<file path="src/rtl/hcs_alarm_transmitter_if.sv">
// Status/serial bundle between healthCareSystem (master) and the alarm transmitter (slave).
interface hcs_alarm_transmitter_if;
  logic       presureAbnormality;
  logic       bloodAbnormality;
  logic       fallDetected;
  logic       temperatureAbnormality;
  logic [3:0] glycemicIndex;
  logic       sendNow;
  logic       txSerial;
  logic       txBusy;
  logic       alarmActive;
  logic [7:0] frameCount;

  modport master (
    output presureAbnormality, bloodAbnormality, fallDetected, temperatureAbnormality,
    output glycemicIndex, sendNow,
    input  txSerial, txBusy, alarmActive, frameCount
  );

  modport slave (
    input  presureAbnormality, bloodAbnormality, fallDetected, temperatureAbnormality,
    input  glycemicIndex, sendNow,
    output txSerial, txBusy, alarmActive, frameCount
  );
endinterface

</file>
<file path="src/rtl/hcs_alarm_transmitter.sv">
// Serialises the healthCareSystem status word as a UART-style frame on change or on request.
// Optional even-parity bit is built when HCS_TX_PARITY_EN is defined.
module hcs_alarm_transmitter #(
  parameter int unsigned CLKS_PER_BIT = 16,
  parameter int unsigned STOP_BITS    = 1
) (
  input  logic                     clk,
  input  logic                     rstN,
  hcs_alarm_transmitter_if.slave   bus
);

  localparam int unsigned CNT_W    = $clog2(CLKS_PER_BIT);
  localparam int unsigned WORD_W   = 8;
  localparam logic [CNT_W-1:0] CNT_LAST = CNT_W'(CLKS_PER_BIT - 1);
  localparam logic STOP_LAST       = 1'(STOP_BITS - 1);

`ifdef HCS_TX_PARITY_EN
  typedef enum logic [2:0] {IDLE, START, DATA, PARITY, STOP} state_t;
`else
  typedef enum logic [2:0] {IDLE, START, DATA, STOP} state_t;
`endif

  state_t            state;
  logic [WORD_W-1:0] payload;
  logic [WORD_W-1:0] in_reg;
  logic [WORD_W-1:0] last_sent;
  logic [WORD_W-1:0] shift_reg;
  logic              send_req;
  logic [CNT_W-1:0]  clk_cnt;
  logic [2:0]        bit_idx;
  logic              stop_idx;
  logic              tx_serial;
  logic              tx_busy;
  logic              alarm;
  logic [7:0]        frame_count;
`ifdef HCS_TX_PARITY_EN
  logic              parity_bit;
`endif

  logic trigger_c;
  logic bit_done_c;

  assign payload = {bus.glycemicIndex, bus.temperatureAbnormality, bus.fallDetected,
                    bus.bloodAbnormality, bus.presureAbnormality};

  assign trigger_c  = (state == IDLE) && ((in_reg != last_sent) || send_req);
  assign bit_done_c = (clk_cnt == CNT_LAST);

  assign bus.txSerial    = tx_serial;
  assign bus.txBusy      = tx_busy;
  assign bus.alarmActive = alarm;
  assign bus.frameCount  = frame_count;

  // Input stage: sample the status word; alarm tracks the OR of the four flags held in in_reg.
  always_ff @(posedge clk or negedge rstN) begin
    if (!rstN) begin
      in_reg <= '0;
      alarm  <= 1'b0;
    end else begin
      in_reg <= payload;
      alarm  <= |payload[3:0];
    end
  end

  // Resend request: latched on any cycle, consumed when a frame starts.
  always_ff @(posedge clk or negedge rstN) begin
    if (!rstN) begin
      send_req <= 1'b0;
    end else if (trigger_c) begin
      send_req <= 1'b0;
    end else if (bus.sendNow) begin
      send_req <= 1'b1;
    end
  end

  // Frame sequencer: each non-IDLE state holds the line for CLKS_PER_BIT clocks.
  always_ff @(posedge clk or negedge rstN) begin
    if (!rstN) begin
      state       <= IDLE;
      last_sent   <= '0;
      shift_reg   <= '0;
      clk_cnt     <= '0;
      bit_idx     <= '0;
      stop_idx    <= 1'b0;
      tx_serial   <= 1'b1;
      tx_busy     <= 1'b0;
      frame_count <= '0;
`ifdef HCS_TX_PARITY_EN
      parity_bit  <= 1'b0;
`endif
    end else begin
      case (state)
        IDLE: begin
          tx_serial <= 1'b1;
          tx_busy   <= 1'b0;
          clk_cnt   <= '0;
          if (trigger_c) begin
            shift_reg <= in_reg;
            last_sent <= in_reg;
`ifdef HCS_TX_PARITY_EN
            parity_bit <= ^in_reg;
`endif
            tx_serial <= 1'b0;
            tx_busy   <= 1'b1;
            state     <= START;
          end
        end
        START: begin
          if (bit_done_c) begin
            clk_cnt   <= '0;
            bit_idx   <= '0;
            tx_serial <= shift_reg[0];
            state     <= DATA;
          end else begin
            clk_cnt <= clk_cnt + 1'b1;
          end
        end
        DATA: begin
          if (bit_done_c) begin
            clk_cnt <= '0;
            if (bit_idx == 3'd7) begin
`ifdef HCS_TX_PARITY_EN
              tx_serial <= parity_bit;
              state     <= PARITY;
`else
              tx_serial <= 1'b1;
              stop_idx  <= 1'b0;
              state     <= STOP;
`endif
            end else begin
              // Shift so the next bit is always at [0]; the bit after it drives the line now.
              bit_idx   <= bit_idx + 1'b1;
              shift_reg <= shift_reg >> 1;
              tx_serial <= shift_reg[1];
            end
          end else begin
            clk_cnt <= clk_cnt + 1'b1;
          end
        end
`ifdef HCS_TX_PARITY_EN
        PARITY: begin
          if (bit_done_c) begin
            clk_cnt   <= '0;
            tx_serial <= 1'b1;
            stop_idx  <= 1'b0;
            state     <= STOP;
          end else begin
            clk_cnt <= clk_cnt + 1'b1;
          end
        end
`endif
        STOP: begin
          if (bit_done_c) begin
            clk_cnt <= '0;
            if (stop_idx == STOP_LAST) begin
              tx_busy     <= 1'b0;
              frame_count <= frame_count + 1'b1;
              state       <= IDLE;
            end else begin
              stop_idx <= 1'b1;
            end
          end else begin
            clk_cnt <= clk_cnt + 1'b1;
          end
        end
        default: begin
          tx_serial <= 1'b1;
          tx_busy   <= 1'b0;
          state     <= IDLE;
        end
      endcase
    end
  end

endmodule

</file>
<file path="src/flat_wrapper.sv">
// flat-port wrapper written by rule: the top's interface ports become plain ports
module hcs_alarm_transmitter_flat 
#(
  parameter int unsigned CLKS_PER_BIT = 16,
  parameter int unsigned STOP_BITS    = 1
)
  (clk, rstN, bus_presureAbnormality, bus_bloodAbnormality, bus_fallDetected, bus_temperatureAbnormality, bus_glycemicIndex, bus_sendNow, bus_txSerial, bus_txBusy, bus_alarmActive, bus_frameCount);
  hcs_alarm_transmitter_if bus_i ();
  input  logic clk;
  input  logic rstN;
  input wire logic [$bits(bus_i.presureAbnormality)-1:0] bus_presureAbnormality;
  input wire logic [$bits(bus_i.bloodAbnormality)-1:0] bus_bloodAbnormality;
  input wire logic [$bits(bus_i.fallDetected)-1:0] bus_fallDetected;
  input wire logic [$bits(bus_i.temperatureAbnormality)-1:0] bus_temperatureAbnormality;
  input wire logic [$bits(bus_i.glycemicIndex)-1:0] bus_glycemicIndex;
  input wire logic [$bits(bus_i.sendNow)-1:0] bus_sendNow;
  output wire logic [$bits(bus_i.txSerial)-1:0] bus_txSerial;
  output wire logic [$bits(bus_i.txBusy)-1:0] bus_txBusy;
  output wire logic [$bits(bus_i.alarmActive)-1:0] bus_alarmActive;
  output wire logic [$bits(bus_i.frameCount)-1:0] bus_frameCount;
  assign bus_i.presureAbnormality = bus_presureAbnormality;
  assign bus_i.bloodAbnormality = bus_bloodAbnormality;
  assign bus_i.fallDetected = bus_fallDetected;
  assign bus_i.temperatureAbnormality = bus_temperatureAbnormality;
  assign bus_i.glycemicIndex = bus_glycemicIndex;
  assign bus_i.sendNow = bus_sendNow;
  assign bus_txSerial = bus_i.txSerial;
  assign bus_txBusy = bus_i.txBusy;
  assign bus_alarmActive = bus_i.alarmActive;
  assign bus_frameCount = bus_i.frameCount;
  hcs_alarm_transmitter #(.CLKS_PER_BIT(CLKS_PER_BIT), .STOP_BITS(STOP_BITS)) u_core (.clk(clk), .rstN(rstN), .bus(bus_i));
endmodule
</file>
<file path="config.mk">
export PLATFORM = sky130hd
export DESIGN_NAME = hcs_alarm_transmitter_flat
export DESIGN_NICKNAME = d
export VERILOG_FILES = /design/src/rtl/hcs_alarm_transmitter_if.sv /design/src/rtl/hcs_alarm_transmitter.sv /design/src/flat_wrapper.sv
export SDC_FILE = /design/constraint.sdc
export NUM_CORES = 1
export LEC_CHECK = 0
export ABC_CLOCK_PERIOD_IN_PS = 3230
export BUFFER_PORTS_ARGS = -buffer_cell sky130_fd_sc_hd__buf_2
export CAP_MARGIN = 5
export CORE_AREA = 2 2 72 74
export DETAILED_ROUTE_END_ITERATION = 8
export DIE_AREA = 0 0 74 76
export HOLD_SLACK_MARGIN = 0.08
export PLACE_DENSITY = 0.68
export SLEW_MARGIN = 5
export SYNTH_ARGS = -nofsm -noshare
export SYNTH_HDL_FRONTEND = slang
export SYNTH_SLANG_ARGS = --single-unit
</file>
<file path="constraint.sdc">
create_clock -name clk -period 3.23 [get_ports clk]
set_input_delay 0.1615 -clock clk [delete_from_list [all_inputs] [get_ports clk]]
set_output_delay 0.1615 -clock clk [all_outputs]
set_load 0.005 [all_outputs]
</file>
* After elaboration in Yosys (flattened, before gate mapping)
Cells that the tools add are included.
** Word-level totals
- Register bits :: 47
- Bits of input ports :: 11
- Output and inout port bits :: 11
- Word-level logic and storage cells :: 83
** Operators by class
- Add/subtract/negate cells :: 3
- Equal/unequal tests :: 13
- Mux-type cells :: 33
- Bitwise logic cells :: 3
- Reduce and logical (&&, ||, !) cells :: 19
** Operators with widths (count)
- $mux 3 :: 9
- $mux 8 :: 3
- $pmux 8 s2 :: 1
- $mux 1 :: 13
- $pmux 3 s4 :: 1
- $reduce_and 4->1 :: 3
- $ne 2x1->1 const B :: 5
- $reduce_bool 2->1 :: 5
- $reduce_and 3->1 :: 3
- $add 8x1->8 const B :: 1
- $ne 8x8->1 :: 1
- $pmux 4 s2 :: 1
- $eq 3x2->1 const B :: 2
- $pmux 3 s2 :: 1
- $reduce_and 6->1 :: 1
- $add 4x1->4 const B :: 1
- $eq 4x4->1 const B :: 1
- $mux 4 :: 1
- $ne 2x2->1 const B :: 2
- $pmux 1 s4 :: 1
- $reduce_or 4->1 :: 1
- $add 3x1->3 const B :: 1
- $eq 3x1->1 const B :: 1
- $eq 3x3->1 const B :: 1
- other kinds (9) :: 11

* Depth between registers and ports, before layout
Gate-level depths: netlist of run 1.
- Depth in word-level cells :: 5
- Depth in mapped cells :: 7
- Mapped depth without buffers :: 6

* Worst setup path before layout of run 1
Ideal clock, no wire load.
- Path type :: register to register
- Start point :: register u_core.bit_idx[0]
- End point :: register u_core.shift_reg[0]
- Setup time :: 0.125 ns
- Arrival :: 1.765 ns
- Slack :: 1.340 ns
- Cell stages (with the launch flop) :: 7
- Cell sequence :: dfrtp_1 > ha_1 > ha_1 > and4b_1 > mux2i_1 > a41oi_4 > mux2_2
** Between the ends
- Longest elaborated chain between the ends :: 3
** RTL lines
- from (decl) :: line hcs_alarm_transmitter.sv:30 : logic [2:0] bit_idx;
- from (signal assigned) :: line hcs_alarm_transmitter.sv:132 : bit_idx <= bit_idx + 1'b1;
- $eq 3x3->1 :: line hcs_alarm_transmitter.sv:121 : if (bit_idx == 3'd7) begin
- $ne 2x2->1 (no source line)
- $reduce_and 4->1 (no source line)
- to (signal assigned) :: line hcs_alarm_transmitter.sv:98 : shift_reg <= in_reg;
- to (signal assigned) :: line hcs_alarm_transmitter.sv:133 : shift_reg <= shift_reg >> 1;
- to (decl) :: line hcs_alarm_transmitter.sv:27 : logic [WORD_W-1:0] shift_reg;
No other way between the ends.
A chain may end at the register's enable or synchronous reset.

* Final worst setup path of run 1
- Start point :: register u_core.bit_idx[0]
- End point :: register u_core.shift_reg[2]
Same word-level chain as after synthesis.

==> flow_summary.json, run 1 <==
{
  "cts-root-buf": "clkbuf_8",
  "vdd_drop_max_mv": 0.3549,
  "seqCellArea_sq_mm": 0.001127,
  "synth-xor-area-share": 0.06580,
  "place.gp.congestion": 0.7082,
  "yosysMostFrequentCell": "dfrtp_1",
  "synthArstFlopShare": 1.000,
  "setup_viol": 0,
  "synth_area_leaders": "dfrtp_1, mux2_2, ha_1",
  "skew_ns": 0.006498,
  "fin_crit_sh": 0.6400,
  "htree_levels": 2,
  "path_class": "flop to flop",
  "final_max_slew_viol_count": 0,
  "status": "complete, no violations",
  "clock_latency_ns": 0.30,
  "placed_area_sq_mm": 0.002316,
  "cts_tree": "done",
  "synth_top_family_by_area": "multiplexers",
  "synth-simple-area-share": 0.1063,
  "ys_ff_latch": 45,
  "p_per_area_mw_per_mm2": 820.3,
  "hold_path.class": "flop to flop",
  "cts_resized": 0,
  "drc": 0,
  "ys_top_cells_by_count": "dfrtp_1, mux2_2, nand2_1",
  "slew_headroom": 0.3503,
  "synth_top_area_frac": 0.5170,
  "syn_area_sq_mm": 0.002130,
  "synthesis.nets": 189,
  "clkTransAtPathRegs_ns": 0.09,
  "grt_pass1_wl_microns": 6417,
  "routed_wl_microns": 3594,
  "crit_required_ns": 3.41,
  "synthAdderAreaFrac": 0.05288,
  "antenna_cells": 0,
  "start_kind": "flop",
  "numCtsBuffers": 5,
  "grt_max_degree": 46,
  "dieArea_sq_mm": 0.005624,
  "worstMarginPinSlew_ns": 0.9746,
  "hold_viol": 0,
  "hpwl_microns": 2555,
  "synth_compound_area_frac": 0.08461,
  "finalSetupTns_ns": 0,
  "syn_inst": 169,
  "wl_per_cell_microns": 13.07,
  "die_w_microns": 74,
  "synthMuxAreaShare": 0.1422,
  "drive_above_1_share": 0.3024,
  "first_pass_iters": 4,
  "die_h_microns": 76,
  "synth.distinct_cells": 37,
  "nets": 224,
  "end_kind": "flop",
  "start_util": 0.4335,
  "drt.antenna.violating_nets": 0,
  "power_leakage_nw": 1.132,
  "synth_warnings": 0,
  "fmax_mhz": 483.8,
  "synth-edff-count": 0,
  "num_vias": 1387,
  "multi_input_area_sq_um": 962.2,
  "clock_path_buffers": 2,
  "coreArea_sq_mm": 0.004912,
  "cap_viol_max_count": 0,
  "area_growth_pct": 17.68,
  "rsz0062_at_grt": "false",
  "rows": 26,
  "worst-r2r-cell-count": 6,
  "ys_seq_area_frac": 0.5294,
  "synth_ff_type": "dfrtp_1",
  "io_buffer_count": 21,
  "grt_pass1_vias": 1419,
  "cp.arrival_ns": 2.25,
  "power_mw": 2.056,
  "avgViaCountPerCell": 5.044,
  "io_pins": 22,
  "fin_crit_ns": 2.067,
  "fillers": 442,
  "track_usage": 0.1464,
  "drtIter0Drc": 44,
  "hold-path-cell-count": 1,
  "synth_area_per_cell_sq_um": 12.60,
  "gr-total-overflow": 0,
  "cts_sinks": 45,
  "final_area_sq_mm": 0.002506,
  "antenna_found_initial": 0,
  "path_max_fanout": 7,
  "synth.largest_area_cell": "dfrtp_1"
}
==> worst max-delay path: stages, from the launching register on <==
cell	delay (ns)
dfrtp_1	0.40
ha_1	0.21
ha_1	0.21
and4b_1	0.29
mux2i_1	0.13
a41oi_4	0.35
mux2_2	0.37
==> final cells by class <==
type,count,area share
clock inverter,3,0.008487
sequential,45,0.4498
inverter,5,0.007489
tap,70,0.03495
multi-input combinational,114,0.3839
timing repair buffer,33,0.08787
clock buffer,5,0.02746
==> through the flow <==
stage | std cells | setup slack, ns | hold slack, ns | util
global placement | 257 | 1.195 | 0.2692 | 0.4715
CTS | 275 | 1.123 | 0.4820 | 0.5102
floorplan | 169 | 1.340 | -0.1341 | -
detailed placement | 257 | 1.134 | 0.2708 | 0.4715
global route | 275 | 0.9760 | 0.4886 | 0.5102
finish | 275 | 1.163 | 0.4761 | 0.5102
==> placed cells by master, fill, tap and decap left out, types with 2 or more instances in the layout <==
master,Yosys,final
buf_4,0,2
buf_2,2,21
o31ai_1,2,2
a31oi_1,2,2
o21ai_0,6,6
a41oi_1,2,2
a21oi_1,5,5
clkbuf_8,0,5
nor2_1,6,6
mux2_2,26,26
dfrtp_1,44,44
xnor2_1,7,7
nand4_1,4,4
a22o_1,2,2
inv_1,5,5
nand2_1,10,10
xor2_1,9,9
dlygate4sd3_1,0,10
ha_1,9,9
and3_1,4,4
nand3_1,4,4
==> timing repair <==
item	in CTS	in global routing
hold buffers	10	0
setup buffers	0	0
hold endpoints to repair	54	0
==> kinds of logic (layout without fill, tap and decap cells) <==
family / Yosys count / in the layout
compound gates: 24 / 24
mux: 27 / 27
xor+xnor: 16 / 16
fa+ha+maj: 9 / 9
flops: 45 / 45
buf+inv: 10 / 46
simple gates: 38 / 38
==> power breakdown <==
group	switching (mW)	leakage (nW)	internal, mW
registers	0.132	0.553	0.740
logic	0.409	0.534	0.427
clock network	0.194	0.0445	0.154
total	0.735	1.13	1.32
==> final timing paths <==
path | start | endpoint | slack [ns]
max | u_core.bit_idx[0] | u_core.shift_reg[2] | 1.16
min | u_core.bus.frameCount[7] | u_core.bus.frameCount[7] | 0.48
max reg2reg | u_core.bit_idx[0] | u_core.shift_reg[2] | 1.16
min reg2reg | u_core.bus.frameCount[7] | u_core.bus.frameCount[7] | 0.48
max in group asynchronous | rstN | u_core.clk_cnt[2] | 2.07
min in group asynchronous | rstN | u_core.clk_cnt[0] | 0.55
==> layer usage <==
metal	share of wire	GRT usage	wire length, microns	vias to the layer above
met5	0	0	0	-
met4	0.0097	0.04364	35	0
met3	0.042	0.04365	151	4
met2	0.49	0.2277	1744	35
met1	0.46	0.1964	1663	666
li1	-	-	-	682
(Power assumes the default switching activity.)
==> run 2, diff against run 1 <==
--- a/config.mk
+++ b/config.mk
@@ -5,7 +5,8 @@
 export SDC_FILE = /design/constraint.sdc
 export NUM_CORES = 1
 export LEC_CHECK = 0
-export ABC_CLOCK_PERIOD_IN_PS = 3230
+export ABC_AREA = 1
+export ABC_CLOCK_PERIOD_IN_PS = 2100
 export BUFFER_PORTS_ARGS = -buffer_cell sky130_fd_sc_hd__buf_2
 export CAP_MARGIN = 5
 export CORE_AREA = 2 2 72 74
==> constraint.sdc (replaced) <==
create_clock -name clk -period 2.1 [get_ports clk]
set_input_delay 0.105 -clock clk [delete_from_list [all_inputs] [get_ports clk]]
set_output_delay 0.105 -clock clk [all_outputs]
set_load 0.005 [all_outputs]
==> flow_summary.json, run 2 <==
{
  "status": "complete, no violations",
  "p_per_area_mw_per_mm2": 1226,
  "synthArstFlopShare": 1.000,
  "synth.distinct_cells": 31,
  "syn_area_sq_mm": 0.002142,
  "worstMarginPinSlew_ns": 0.5827,
  "hpwl_microns": 2693,
  "clkTransAtPathRegs_ns": 0.08,
  "drc": 0,
  "grt_max_degree": 27,
  "fillers": 444,
  "vdd_drop_max_mv": 0.5876,
  "yosysMostFrequentCell": "nand2_1",
  "area_growth_pct": 17.93,
  "rows": 26,
  "place.gp.congestion": 0.8023,
  "skew_ns": 0.006560,
  "num_vias": 1592,
  "ys_top_cells_by_count": "nand2_1, dfrtp_1, inv_1",
  "htree_levels": 2,
  "fmax_mhz": 577.6,
  "synth.largest_area_cell": "dfrtp_1",
  "wl_per_cell_microns": 10.67,
  "hold_path.class": "input port to async pin",
  "io_pins": 22,
  "syn_inst": 239,
  "path_max_fanout": 13,
  "finalSetupTns_ns": 0,
  "fin_crit_ns": 1.731,
  "track_usage": 0.1494,
  "cts_sinks": 45,
  "grt_pass1_vias": 1478,
  "critPathMaxStageDelay_ns": 0.39,
  "clock_latency_ns": 0.30,
  "drive_above_1_share": 0.1727,
  "gr-total-overflow": 0,
  "antenna_found_initial": 0,
  "crit_required_ns": 2.33,
  "slowest_stage": "nand3_1",
  "numCtsBuffers": 5,
  "io_buffer_count": 21,
  "power_leakage_nw": 1.305,
  "slew_headroom": 0.6115,
  "fin_crit_sh": 0.8244,
  "final_common_cell": "nand2_1",
  "ys_seq_area_frac": 0.5263,
  "place_ws_ns": 0.3809,
  "synth_warnings": 0,
  "grt_pass1_wl_microns": 6548,
  "die_w_microns": 74,
  "layout_common_cells": "nand2_1, dfrtp_1, inv_1",
  "routed_wl_microns": 3714,
  "die_h_microns": 76,
  "synth_ff_type": "dfrtp_1",
  "cts_tree": "done",
  "crit_chain": "inv_1 > nand2_1 > nand2_1 > nand3_1 > nor2_1 > nand3_1 > nand2_2 > nand2_1 > nand2_1",
  "final_max_slew_viol_count": 0,
  "synth_top_area_frac": 0.5140,
  "drtIter0Drc": 56,
  "setup_viol": 0,
  "ys_ff_latch": 45,
  "cts-root-buf": "clkbuf_8",
  "drt.antenna.violating_nets": 0,
  "cts_setup_buffers": 0,
  "synth_area_per_cell_sq_um": 8.963,
  "cap_viol_max_count": 0,
  "coreArea_sq_mm": 0.004912,
  "fin_ws_ns": 0.3687,
  "first_pass_iters": 4,
  "start_kind": "flop",
  "clock_path_buffers": 2,
  "avgViaCountPerCell": 4.575,
  "nets": 297,
  "worst-r2r-cell-count": 9,
  "antenna_cells": 0,
  "dieArea_sq_mm": 0.005624,
  "start_util": 0.4361,
  "critPathMostFrequentCell": "nand2_1",
  "end_kind": "flop",
  "synth-edff-count": 0,
  "path_class": "flop to flop",
  "rsz0062_at_grt": "false",
  "synth_area_leaders": "dfrtp_1, nand2_1, ha_1",
  "synthesis.nets": 259,
  "cp.arrival_ns": 1.96,
  "hold_viol": 0
}
run 2: cell types whose count changed after synthesis, sizes merged, moves of 4 or more:
cell and delta:
nand2 +64, mux2 -25, inv +20, o21ai +16, nand3 +14, nor2 +10
nand4 -4, xor2 -4
run 2: per-stage QoR:
step | cells | power, mW | hold WS, ns | utilization | instance area [sq um]
floorplan | 239 | 2.303 | -0.1906 | - | 2142
global placement | 330 | 2.576 | 0.1500 | 0.4771 | 2344
detailed placement | 330 | 2.603 | 0.1367 | 0.4771 | 2344
CTS | 348 | 3.142 | 0.3643 | 0.5143 | 2526
global route | 348 | 3.412 | 0.3964 | 0.5143 | 2526
finish | 348 | 3.098 | 0.3442 | 0.5143 | 2526
run 2: logic make-up (layout without fill, tap and decap cells):
kind of cell | Yosys count | after routing | synth area share
compound gates | 29 | 29 | 0.07594
xor+xnor | 9 | 9 | 0.03680
fa+ha+maj | 9 | 9 | 0.05257
buf+inv | 31 | 70 | 0.05724
flops | 45 | 45 | 0.5263
mux | 2 | 2 | 0.009930
simple gates | 114 | 114 | 0.2412
run 2: repair_timing:
item | 4_1_cts | 5_1_grt
resized for setup | 0 | 0
hold endpoints to repair | 34 | 0
hold buffers | 10 | 0
setup endpoints to repair | 0 | 0
run 2: critical path: cells and delay by family (launching register included):
kind,cells,cell delay (ns)
buffers and inverters,1,0.08
DFF,1,0.38
and+or+nand+nor,8,1.20
run 2: path summary, 6_finish.rpt:
check / from / slack (ns) / end
min in group clk: bus_glycemicIndex[0] / 0.45 / u_core.in_reg[4]
max in group asynchronous: rstN / 1.11 / u_core.bus.txSerial
max reg2reg: u_core.in_reg[6] / 0.37 / u_core.shift_reg[4]
min reg2reg: u_core.bus.frameCount[7] / 0.46 / u_core.bus.frameCount[7]
min: rstN / 0.34 / u_core.bit_idx[0]
max: u_core.in_reg[6] / 0.37 / u_core.shift_reg[4]
run 2: where the power goes:
part | internal, mW | switching [mW]
clock network | 0.231 | 0.277
logic | 0.499 | 0.762
registers | 1.15 | 0.182
run 2: cell type report:
class | instances | area (sq um) | share of cell area
flip-flops and latches | 45 | 1127 | 0.4463
well taps | 70 | 87.58 | 0.03467
clock buffers | 6 | 72.57 | 0.02873
inverters | 27 | 101.3 | 0.04012
repair buffers | 35 | 235.2 | 0.09312
multi-input cells | 163 | 892.1 | 0.3531
clock inverters | 2 | 10.01 | 0.003962
run 2: per-layer routing:
| layer | GRT usage | part of all wire |
|---|---|---|
| met5 | 0 | 0 |
| met4 | 0.04909 | 0.015 |
| met3 | 0.03968 | 0.036 |
| met2 | 0.2384 | 0.48 |
| met1 | 0.1958 | 0.47 |
==> run 3, diff against run 2 <==
--- a/config.mk
+++ b/config.mk
@@ -5,8 +5,8 @@
 export SDC_FILE = /design/constraint.sdc
 export NUM_CORES = 1
 export LEC_CHECK = 0
-export ABC_AREA = 1
-export ABC_CLOCK_PERIOD_IN_PS = 2100
+export ABC_AREA = 0
+export ABC_CLOCK_PERIOD_IN_PS = 1670
 export BUFFER_PORTS_ARGS = -buffer_cell sky130_fd_sc_hd__buf_2
 export CAP_MARGIN = 5
 export CORE_AREA = 2 2 72 74
==> constraint.sdc (replaced) <==
create_clock -name clk -period 1.67 [get_ports clk]
set_input_delay 0.0835 -clock clk [delete_from_list [all_inputs] [get_ports clk]]
set_output_delay 0.0835 -clock clk [all_outputs]
set_load 0.005 [all_outputs]
==> flow_summary.json, run 3 (same netlist as run 1, synthesis figures left out) <==
{
  "first_pass_iters": 4,
  "hold_viol": 0,
  "fin_ws_ns": -0.2598,
  "htree_levels": 2,
  "fmax_mhz": 518.2,
  "vdd_drop_max_mv": 0.9591,
  "die_w_microns": 74,
  "slowest_stage": "dfrtp_1",
  "antenna_cells": 0,
  "gr-total-overflow": 0,
  "critPathMaxStageDelay_ns": 0.39,
  "power_mw": 4.787,
  "reg2reg_to": "u_core.shift_reg[4]",
  "worstMarginPinSlew_ns": 0.5010,
  "status": "complete, but fails checks",
  "start_kind": "flop",
  "placed_cells": 287,
  "area_growth_pct": 37.60,
  "numCtsBuffers": 5,
  "finalSetupTns_ns": -1.955,
  "coreArea_sq_mm": 0.004912,
  "nets": 259,
  "drt.antenna.violating_nets": 0,
  "rsz0062_at_grt": "true",
  "cts_sinks": 45,
  "place.gp.congestion": 0.8100,
  "clkTransAtPathRegs_ns": 0.08,
  "cts_tree": "done",
  "grt_pass1_vias": 1551,
  "crit_required_ns": 1.85,
  "skew_ns": 0.003408,
  "path_class": "flop to flop",
  "antenna_found_initial": 0,
  "layout_common_cells": "dfrtp_1, buf_4, buf_2",
  "die_h_microns": 76,
  "hold_path.class": "input port to async pin",
  "final_common_cell": "dfrtp_1",
  "p_per_area_mw_per_mm2": 1634,
  "start_util": 0.4335,
  "slew_headroom": 0.6660,
  "busiest_layer": "met2",
  "grt_util_met1": 0.2155,
  "final_max_slew_viol_count": 0,
  "violations": "negative setup slack",
  "cts-root-buf": "clkbuf_8",
  "clock_latency_ns": 0.30,
  "grt_max_degree": 25,
  "crit_chain": "ha_2 > ha_4 > and4b_2 > mux2i_4 > a41oi_4 > buf_12 > mux2_4",
  "dieArea_sq_mm": 0.005624,
  "drc": 0,
  "routed_wl_microns": 4095,
  "io_pins": 22,
  "fin_crit_ns": 1.930,
  "wl_per_cell_microns": 13.30,
  "power_leakage_nw": 1.350,
  "fillers": 392,
  "clock_path_buffers": 2,
  "hpwl_microns": 2835,
  "track_usage": 0.1601,
  "rows": 26,
  "fin_crit_sh": 1.156,
  "num_vias": 1523,
  "setup_viol": 10,
  "cap_viol_max_count": 0,
  "instances_no_fill": 308,
  "drtIter0Drc": 23,
  "cp.arrival_ns": 2.11,
  "use_met3": 0.03704,
  "io_buffer_count": 21,
  "rrSetupSlack_ns": -0.26,
  "place_ws_ns": -0.2429,
  "use_met2": 0.2464,
  "end_kind": "flop",
  "timing.hold.ws_ns": 0.2798,
  "grt_pass1_wl_microns": 6996,
  "timing.rr.start": "u_core.bit_idx[0]",
  "drive_above_1_share": 0.4706,
  "path_max_fanout": 7,
  "avgViaCountPerCell": 4.945,
  "worst-r2r-cell-count": 7
}
-- run 3: timing repair --
item,CTS,global route
hold buffers,10,0
hold endpoints to repair,31,0
setup endpoints to repair,12,16
setup buffers,2,3
pin swaps,3,5
resized for setup,6,15
-- run 3: critical path, delay by kind of cell, from the launching register on --
kind,cells,cell delay (ns)
flops,1,0.39
fa+ha+maj,2,0.35
simple gates,1,0.32
compound gates,1,0.20
buf+inv,1,0.16
mux,2,0.39
-- run 3: layer usage --
metal	share of wire	vias up
met5	0	-
li1	-	741
met3	0.034	9
met2	0.49	30
met1	0.46	743
met4	0.023	0
-- run 3: worst max path at each step --
stage                      startpoint             endpoint
finish              u_core.bit_idx[0]  u_core.shift_reg[4]
global route        u_core.bit_idx[0]  u_core.shift_reg[4]
CTS                 u_core.bit_idx[0]  u_core.shift_reg[4]
detailed placement  u_core.bit_idx[1]  u_core.shift_reg[6]
global placement    u_core.bit_idx[1]  u_core.shift_reg[6]
floorplan           u_core.bit_idx[1]  u_core.shift_reg[0]
-- run 3: final cells by class --
class | count | area [sq um] | area share
clock buffer | 5 | 68.82 | 0.02348
sequential | 45 | 1127 | 0.3847
multi-input combinational | 114 | 1107 | 0.3779
tap | 70 | 87.58 | 0.02989
inverter | 5 | 18.77 | 0.006405
timing repair buffer | 68 | 515.5 | 0.1759
clock inverter | 1 | 5.005 | 0.001708
-- run 3: where the power goes --
group	total [mW]	internal (mW)	switching, mW
registers	1.66	1.43	0.227
clock network	0.614	0.275	0.338
logic	2.51	1.43	1.09
-- run 3: per-stage QoR --
stage / util / cell area, sq um
after global placement: 0.5316 / 2611
after floorplan: - / 2177
after detailed placement: 0.5316 / 2611
after global routing: 0.5965 / 2930
final: 0.5965 / 2930
after CTS: 0.5764 / 2831
